### config.mk
export PLATFORM = sky130hd
export DESIGN_NAME = ofdm_rx_symbol_collector
export DESIGN_NICKNAME = d
export VERILOG_FILES = /design/src/rtl/ofdm_rx_symbol_collector.sv
export SDC_FILE = /design/constraint.sdc
export NUM_CORES = 1
export LEC_CHECK = 0
export CAP_MARGIN = 20
export CORE_AREA = 8 8 458 460
export CTS_CLUSTER_SIZE = 12
export DETAILED_ROUTE_END_ITERATION = 12
export DIE_AREA = 0 0 466 468
export DONT_BUFFER_PORTS = 1
export GPL_TIMING_DRIVEN = 1
export PLACE_DENSITY_LB_ADDON = 0.25
export SLEW_MARGIN = 40
export SYNTH_ARGS = -nofsm -noshare
export SYNTH_HDL_FRONTEND = slang
export SYNTH_SLANG_ARGS = --single-unit
### constraint.sdc
create_clock -name i_clk -period 4.6 [get_ports i_clk]
set_clock_uncertainty 0.05 [all_clocks]
set_input_delay 0.69 -clock i_clk [delete_from_list [all_inputs] [get_ports i_clk]]
set_output_delay 0.69 -clock i_clk [all_outputs]
set_load 0.05 [all_outputs]
### src/rtl/ofdm_rx_symbol_collector.sv
// OFDM receive symbol collector: gathers 16 samples, hands them to the FFT
// core, then latches the 1/2/4/8 Hz subcarriers from the result.
module ofdm_rx_symbol_collector #(
    parameter int N       = 16,
    parameter int PTS     = 16,
    parameter int TIMEOUT = 255
) (
    input  logic             i_clk,
    input  logic             i_rst,
    input  logic             i_valid,
    input  logic [N-1:0]     i_re,
    input  logic [N-1:0]     i_im,
    output logic             o_ready,
    output logic [PTS*N-1:0] o_fft_re,
    output logic [PTS*N-1:0] o_fft_im,
    output logic             o_fft_start,
    input  logic [PTS*N-1:0] i_fft_re,
    input  logic [PTS*N-1:0] i_fft_im,
    input  logic             i_fft_done,
    output logic [N-1:0]     o_1Hz_re,
    output logic [N-1:0]     o_1Hz_im,
    output logic [N-1:0]     o_2Hz_re,
    output logic [N-1:0]     o_2Hz_im,
    output logic [N-1:0]     o_4Hz_re,
    output logic [N-1:0]     o_4Hz_im,
    output logic [N-1:0]     o_8Hz_re,
    output logic [N-1:0]     o_8Hz_im,
    output logic             o_sym_valid,
    output logic [7:0]       o_sym_cnt,
    output logic             o_timeout
);

    localparam int TW = $clog2(TIMEOUT + 1);

    typedef enum logic [1:0] {
        COLLECT,
        SEND,
        WAIT,
        LATCH
    } state_t;

    state_t        state;
    state_t        state_nxt;
    logic [3:0]    wr_idx;
    logic [N-1:0]  buf_re [PTS];
    logic [N-1:0]  buf_im [PTS];
    logic [TW-1:0] to_cnt;
    logic          run;
    logic          accept;
    logic          done_hit;
    logic          to_hit;
    logic          unused_bins;

    // run keeps o_ready low until the first edge after reset release
    assign o_ready  = run && (state == COLLECT);
    assign accept   = i_valid && o_ready;
    assign done_hit = (state == WAIT) && i_fft_done;
    assign to_hit   = (state == WAIT) && !i_fft_done
                   && (to_cnt == TW'(TIMEOUT - 1));

    assign unused_bins = ^{i_fft_re, i_fft_im};

    always_comb begin
        for (int k = 0; k < PTS; k++) begin
            o_fft_re[k*N +: N] = buf_re[k];
            o_fft_im[k*N +: N] = buf_im[k];
        end
    end

    always_ff @(posedge i_clk or negedge i_rst) begin
        if (!i_rst) begin
            state <= COLLECT;
            run   <= 1'b0;
        end else begin
            state <= state_nxt;
            run   <= 1'b1;
        end
    end

    always_comb begin
        state_nxt   = state;
        o_fft_start = 1'b0;
        o_sym_valid = 1'b0;
        unique case (state)
            COLLECT: begin
                if (accept && wr_idx == 4'd15)
                    state_nxt = SEND;
            end
            SEND: begin
                o_fft_start = 1'b1;
                state_nxt   = WAIT;
            end
            WAIT: begin
                if (i_fft_done)
                    state_nxt = LATCH;
                else if (to_hit)
                    state_nxt = COLLECT;
            end
            LATCH: begin
                o_sym_valid = 1'b1;
                state_nxt   = COLLECT;
            end
            default: state_nxt = COLLECT;
        endcase
    end

    always_ff @(posedge i_clk or negedge i_rst) begin
        if (!i_rst) begin
            wr_idx    <= '0;
            to_cnt    <= '0;
            o_1Hz_re  <= '0;
            o_1Hz_im  <= '0;
            o_2Hz_re  <= '0;
            o_2Hz_im  <= '0;
            o_4Hz_re  <= '0;
            o_4Hz_im  <= '0;
            o_8Hz_re  <= '0;
            o_8Hz_im  <= '0;
            o_sym_cnt <= '0;
            o_timeout <= 1'b0;
            for (int k = 0; k < PTS; k++) begin
                buf_re[k] <= '0;
                buf_im[k] <= '0;
            end
        end else begin
            if (accept) begin
                buf_re[wr_idx] <= i_re;
                buf_im[wr_idx] <= i_im;
                wr_idx         <= wr_idx + 4'd1;
            end
            if (state == SEND)
                to_cnt <= '0;
            else if (state == WAIT)
                to_cnt <= to_cnt + TW'(1);
            // subcarriers 1/2/4/8 Hz live in bins 0/1/3/7
            if (done_hit) begin
                o_1Hz_re  <= i_fft_re[0*N +: N];
                o_1Hz_im  <= i_fft_im[0*N +: N];
                o_2Hz_re  <= i_fft_re[1*N +: N];
                o_2Hz_im  <= i_fft_im[1*N +: N];
                o_4Hz_re  <= i_fft_re[3*N +: N];
                o_4Hz_im  <= i_fft_im[3*N +: N];
                o_8Hz_re  <= i_fft_re[7*N +: N];
                o_8Hz_im  <= i_fft_im[7*N +: N];
                o_sym_cnt <= o_sym_cnt + 8'd1;
            end
            if (to_hit)
                o_timeout <= 1'b1;
        end
    end

endmodule

# Word level (Yosys, flattened, before mapping)
# Index checks and enable logic that the tools add are counted.
[word_totals]
wordCells = 82
regBits = 664
input_bits = 548
[op_classes]
mux = 12
n_eq_ne = 7
magnitude_cmp = 2
add_sub_neg = 3
n_reduce_logical = 11
n_bitwise = 1
[ops]
columns = ["op", "n"]
rows = [
  ["$bwmux 256", 2],
  ["$demux 16 s4", 1],
  ["$add 8x1->8 const B", 2],
  ["$mux 16", 1],
  ["$mux 8", 2],
  ["$eq 8x8->1 const B", 1],
  ["$pmux 2 s4", 1],
  ["$logic_and 1x1->1", 7],
  ["$mux 2", 3],
  ["$ge 5x5->1 const B", 1],
  ["$lt 5x1->1 const B", 1],
  ["$not 4->5", 1],
  ["$add 4x1->4 const B", 1],
  ["$eq 2x2->1 const B", 2],
  ["$eq 4x4->1 const B", 1],
  ["$ne 3x3->1 const B", 1],
  ["$eq 2x1->1 const B", 1],
  ["$logic_not 2->1", 1],
  ["$mux 1", 2],
  ["$ne 2x1->1 const B", 1],
  ["$reduce_and 2->1", 1],
  ["$reduce_bool 2->1", 1],
  ["$logic_not 1->1", 1],
]

# Logic depth before layout (Yosys ltp)
# Gate-level depths: netlist of the first run.
[logic_depth]
word_depth = 6
depth_mapped = 9
ltp_nobuf = 6

# Least setup slack after synthesis of the first run
# OpenSTA, ideal clock, no wires.
[synth_path]
kind = "flip-flop to flip-flop"
from = "register state[0]"
to = "register buf_im, in the netlist o_fft_im[32]"
path_buffers = 3
path_slack_ns = 2.455
setup_ns = 0.128
stages_incl_launch_ff = 10
t_arrival_ns = 1.968
path_cell_list = "dfrtp_1 inv_1 ha_1 and3_1 buf_2 nand2_1 or3_1 buf_2 buf_6 mux2_1"
[synth_via]
elab_chain_cells = 3
[synth_rtl]
columns = ["element", "line", "source"]
rows = [
  ["from (decl)", "42", "state_t state;"],
  ["from (signal assigned)", "75", "state <= state_nxt;"],
  ["$logic_not 2->1", "55", "assign o_ready = run && (state == COLLECT);"],
  ["$logic_and 1x1->1", "55", ""],
  ["$logic_and 1x1->1", "56", "assign accept = i_valid && o_ready;"],
  ["to (signal, indexed assignment)", "128", "buf_im[wr_idx] <= i_im;"],
  ["to (decl)", "46", "logic [N-1:0] buf_im [PTS];"],
]
# Every way passes these cells.
# A chain may end at the register's enable or synchronous reset.

# Worst setup path in the final report of the first run
[layout_path]
from = "register state[0]"
to = "register buf_im, in the netlist o_fft_im[39]"
# The elaborated chain is that of the path after synthesis.

==> results of run 1 <==
[layout make-up]
type                            count  area (µm²)
Clock inverter                     28         389
Fill cell                       22100      170000
Clock buffer                      121        2320
Antenna cell                       15        37.5
Sequential cell                   664       16600
Tap cell                         2688        3360
Inverter                            7        26.3
Multi-Input combinational cell    742        7990
Timing Repair Buffer              178        1930
[cells by family (layout without fill, tap and decap cells)]
family                     count (synthesis)  count (layout)  synth area share
muxes                                    642             642             0.289
xor gates and xnor gates                  13              13           0.00455
buffers and inverters                    108             334            0.0199
and+or+nand+nor                           55              55            0.0108
DFF                                      664             664             0.665
AOI/OAI and AO/OA                         19              19           0.00480
other                                      1              16          0.000150
adders and majority gates                 12              12           0.00601
[worst max-delay path, cell delays in order, from the launching register on]
cell and delay, ns:
dfrtp_1 0.42, inv_1 0.14, ha_1 0.29, and3_1 0.33, nand2_1 0.26, or3_2 0.63
buf_4 0.33, mux2_1 0.43
[cells in the mapped netlist (2+ instances only)]
library cell  count
a21oi_1           3
a22o_1            2
and2_1            2
and3_1            5
buf_1             4
buf_2            56
buf_6             3
clkbuf_1         38
dfrtp_1         664
ha_1             12
inv_1             7
mux2_1           34
mux2_2          607
nand2_1          11
nand2b_1          4
nand3_1           5
nand4_1           5
nor2_1           18
o21ai_0           7
o31ai_1           3
or3_1             3
xnor2_1          11
xor2_1            2
[state kept, by name, indices dropped and copies added (netlist names), 16 cells and up]
register,count
o_fft_im,256
o_fft_re,256
o_1Hz_im,16
o_1Hz_re,16
o_2Hz_im,16
o_2Hz_re,16
o_4Hz_im,16
o_4Hz_re,16
o_8Hz_im,16
o_8Hz_re,16
[layer usage]
layer | global-route usage | up-vias
met5 | 0 | -
met2 | 0.142 | 884
met3 | 0.0633 | 147
met1 | 0.124 | 7507
met4 | 0.0290 | 8
li1 | - | 5659
[metrics by stage]
step	setup WS, ns	power, mW	hold WS, ns
floorplan	2.45	20.8	0.344
global placement	1.49	23.2	0.367
detailed placement	1.43	23.4	0.346
CTS	1.40	30.4	0.0000717
global route	1.27	31.2	0.0108
finish	1.44	29.8	0.0995
[power breakdown]
| part | switching (mW) | internal, mW |
|---|---|---|
| Sequential | 11.8 | 8.11 |
| Clock | 2.75 | 3.76 |
| Combinational | 1.27 | 2.09 |
[final timing paths]
check                           from             to  slack, ns  cells after the start
hold reg to reg            to_cnt[6]      to_cnt[6]       0.50                      1
hold / removal               i_im[8]  o_fft_im[104]        0.1                      1
max in group asynchronous      i_rst   o_2Hz_re[11]       1.68                      5
setup reg to reg            state[0]   o_fft_im[39]       1.44                      7
setup / recovery            state[0]   o_fft_im[39]       1.44                      7
min in group asynchronous      i_rst  o_fft_im[126]       0.47                      2
[repair_timing]
item                      in CTS  in global routing
setup buffers                  0                  0
hold buffers                 151                  0
hold endpoints to repair     684                  0
==> results.cfg, run 1 <==
[power]
power_leakage_nw = 14.2
max-vdd-ir-drop_v = 0.000387
cellPowerDensity_mw_per_mm2 = 912

[drt]
highest_layer = met5
drcViolationCount = 0
vias_per_cell = 3.20
wl_met3_mm = 19.1
wl_met1_mm = 45.0
wl_met2_mm = 46.4
wl_per_cell_um = 25.5
drtAntennaViolNets = 0
first_iter_violations = 641
wl_mm = 113
drtPass1Iterations = 4
vias = 14200

[timing]
rsz0062_at_grt = no
fin_crit_sh = 0.687
report.final.slew_viol_count = 0
max_freq_ghz = 0.317
worst_slew_pin_slew_ns = 0.886
fin_crit_ns = 3.16
slew_headroom = 0.409
final.setup.tns_ns = 0
hold_violations = 0
setup_violations = 0

[die]
initial_core_util = 0.123
die_area_mm2 = 0.218
die-height_um = 468
fp.dieW_um = 466
io_pins = 1200
rows = 166
core_area_mm2 = 0.203

[logic_synthesis]
synth.yosys.seq_area_share = 0.665
synth_fp_nets = 2074
synth_area_per_cell_um2 = 16.5
syn-cell-area_mm2 = 0.0250
synth_cell_type_count = 31
yosysWarnings = 0
netlist_instances = 1514
synthTopCellsByArea = dfrtp_1 (66%), mux2_2 (27%), mux2_1 (1.5%)
yosysTopAreaCell = dfrtp_1
ys_ff_latch = 664
synth.top_cell.area_share = 0.665
synthFlopType = dfrtp_1
synth_edf_count = 0
async_flop_share = 1.00

[global_routing]
grt_pass1_vias = 15200
grt_start_max_net_pins = 144
grt_pass1_wl_mm = 150
grt_usage = 0.0999
antenna_found_initial = 30
grt_overflow = 0

[final_layout]
final_util = 0.161
synthToLayoutAreaGrowth_pct = 30.7
instances_no_fill = 4443
layout-drive-gt1-share = 0.452
nNetsFinal = 2234
layout_commonest_cell = dfrtp_1
mostFrequentLayoutCells = dfrtp_1 (654), mux2_2 (607), dlygate4sd3_1 (149)
design_area_mm2 = 0.0327

[critical_path]
startpoint_type = flip-flop
critPathArrivalTime_ns = 3.67
endpoint_kind = flip-flop
critPathRequiredTime_ns = 5.11
crit_fanout = 26
crit_type = flip-flop to flip-flop

[clock_tree]
clockBufferDepth = 3
cts_tree = yes
clkLatencyLatePin_ns = 0.70
cts-resized-gates = 0
cts-root-buf = clkbuf_16
clk_pin_slew_worst_paths_ns = 0.06
clock-sinks = 664
cts_buffers = 81
h-tree-depth = 3

[flow_run]
cap_violations = 0

[place]
dp_cells = 4128
dp_hpwl_mm = 82.3
placed_cell_area_mm2 = 0.0284
numPortBuffers = 0
place_congestion = 0.743

[run_status]
status = finished, final reports clean

[worst_hold_path]
hp-class = primary input to flip-flop
Note: power is estimated with default switching activity, not from simulation.
==> run 2: changes to the inputs <==
CORE_AREA = 8 8 465 467   (was 8 8 458 460)
DIE_AREA = 0 0 473 475   (was 0 0 466 468)
clock period = 3 ns   (was 4.6 ns; I/O delays follow)
==> results.cfg, run 2 (synthesized netlist as in run 1, its figures left out) <==
[run_status]
status = finished, final reports clean

[critical_path]
critPathArrivalTime_ns = 3.34
critical_path.most_common_cell = buf_4
endpoint_kind = flip-flop
slowest_stage = dlygate4sd3_1
crit_fanout = 17
critPathRequiredTime_ns = 3.55
path_cells = inv_1 -> ha_1 -> buf_4 -> nand4_1 -> buf_4 -> nor2_4 -> buf_4 -> mux2_2 -> dlygate4sd3_1
slowest_delay_ns = 0.55
startpoint_type = flip-flop
crit_type = flip-flop to flip-flop

[clock_tree]
clock-sinks = 664
clockBufferDepth = 3
cts_setup_buffers = 0
cts_buffers = 80
cts-root-buf = clkbuf_16
clk_pin_slew_worst_paths_ns = 0.06
h-tree-depth = 3
cts_tree = yes
clkLatencyLatePin_ns = 0.70

[power]
max-vdd-ir-drop_v = 0.000708
p_comb_frac = 0.114
internal-power_mw = 21.8
power_frac_seq = 0.663
power_switching_mw = 24.6
swShare = 0.530
cellPowerDensity_mw_per_mm2 = 1390
power_leakage_nw = 14.5
clockPowerShare = 0.223

[global_routing]
grt_overflow = 0
antenna_found_initial = 32
grt_pass1_vias = 15500
grt_usage = 0.0955
grt_pass1_wl_mm = 148
grt_start_max_net_pins = 155

[timing]
slew_headroom = 0.396
worst_slew_pin_slew_ns = 0.906
report.final.slew_viol_count = 0
max_freq_ghz = 0.358
fin_crit_ns = 2.79
hold_violations = 0
final.setup.tns_ns = 0
setup_violations = 0
fin_ws_ns = 0.208
rsz0062_at_grt = no
fin_crit_sh = 0.931

[drt]
wl_per_cell_um = 24.2
drtPass1Iterations = 4
vias_per_cell = 3.06
drcViolationCount = 0
first_iter_violations = 523
drtAntennaViolNets = 0
wl_mm = 111
vias = 14100

[place]
place_congestion = 0.729
dp_hpwl_mm = 84.1
numPortBuffers = 0
pre_cts_slack_ns = 0.188

[final_layout]
layout_commonest_cell = dfrtp_1
layout-drive-gt1-share = 0.470
mostFrequentLayoutCells = dfrtp_1 (647), mux2_2 (607), dlygate4sd3_1 (152)
nNetsFinal = 2267
fillers = 22800
synthToLayoutAreaGrowth_pct = 33.6

[die]
die-height_um = 475
fp.dieW_um = 473
io_pins = 1200
die_area_mm2 = 0.225
core_area_mm2 = 0.209
rows = 168
initial_core_util = 0.120

[flow_run]
cap_violations = 0

[worst_hold_path]
hp-class = primary input to flip-flop
==> run 2: changes by cell type in the layout (fill, tap and decap cells not counted), sizes merged <==
cell / before / now
diode: 15 / 22
clkbuf: 121 / 108
buf: 29 / 60
bufinv: 4 / 9
clkinvlp: 8 / 4
inv: 12 / 10
dlygate4sd3: 149 / 152
clkinv: 11 / 22
==> run 2: per-stage QoR <==
stage | utilization | power [mW] | hold WS [ns] | instances | instance area (µm²)
final | 0.160 | 46.4 | 0.158 | 4598 | 33400
after CTS | 0.160 | 47.2 | 0.0643 | 4574 | 33400
after global placement | 0.137 | 35.8 | 0.129 | 4252 | 28600
after floorplan | - | 31.9 | 0.104 | 1514 | 25000
after detailed placement | 0.138 | 36.2 | 0.106 | 4257 | 28700
after global routing | 0.160 | 48.5 | 0.122 | 4580 | 33400
==> run 2: worst paths after layout <==
check                           start            end  slack, ns  cells past startpoint
min                        i_fft_done   o_sym_cnt[2]       0.16                      3
min in group asynchronous       i_rst  o_fft_re[187]       0.25                      2
max reg2reg                  state[0]  o_fft_im[157]       0.21                      9
max                          state[0]  o_fft_im[157]       0.21                      9
min reg2reg                 to_cnt[6]      to_cnt[6]       0.47                      1
max in group asynchronous       i_rst   o_sym_cnt[2]       0.35                      6
==> run 2: layer usage <==
| metal | wire length, µm | GRT usage |
|---|---|---|
| met5 | 82 | 0 |
| met4 | 3740 | 0.0352 |
| met3 | 17900 | 0.0610 |
| met2 | 45400 | 0.135 |
| met1 | 44300 | 0.116 |
==> run 2: area by class of cell <==
class / count / area (µm²) / share of cell area
diodes: 22 / 55.1 / 0.00165
inverters: 7 / 26.3 / 0.000787
flip-flops and latches: 664 / 16600 / 0.498
clock buffers: 108 / 2250 / 0.0673
multi-input cells: 742 / 7990 / 0.239
repair buffers: 212 / 2340 / 0.0700
clock inverters: 38 / 602 / 0.0180
well taps: 2805 / 3510 / 0.105
==> run 2: timing repair <==
| action | in CTS | in global routing |
|---|---|---|
| endpoints found under the setup margin | 0 | 1 |
| gates resized for setup | 0 | 1 |
| endpoints found under the hold margin | 1073 | 0 |
| hold buffers | 171 | 0 |
==> run 2: worst max-delay path: cells and delay by family, from the launching register on <==
family	cells	cell delay, ns
adders and majority gates	1	0.17
and+or+nand+nor	2	0.31
DFF	1	0.41
buffers and inverters	5	1.38
muxes	1	0.37
==> run 2: power by group through the flow <==
stage	clock network, mW	registers (mW)	logic [mW]
floorplan	0	27.8	4.05
global placement	0	31.2	4.56
detailed placement	0	31.2	4.99
CTS	10.8	31.0	5.40
global route	11.2	31.5	5.83
finish	10.4	30.8	5.28
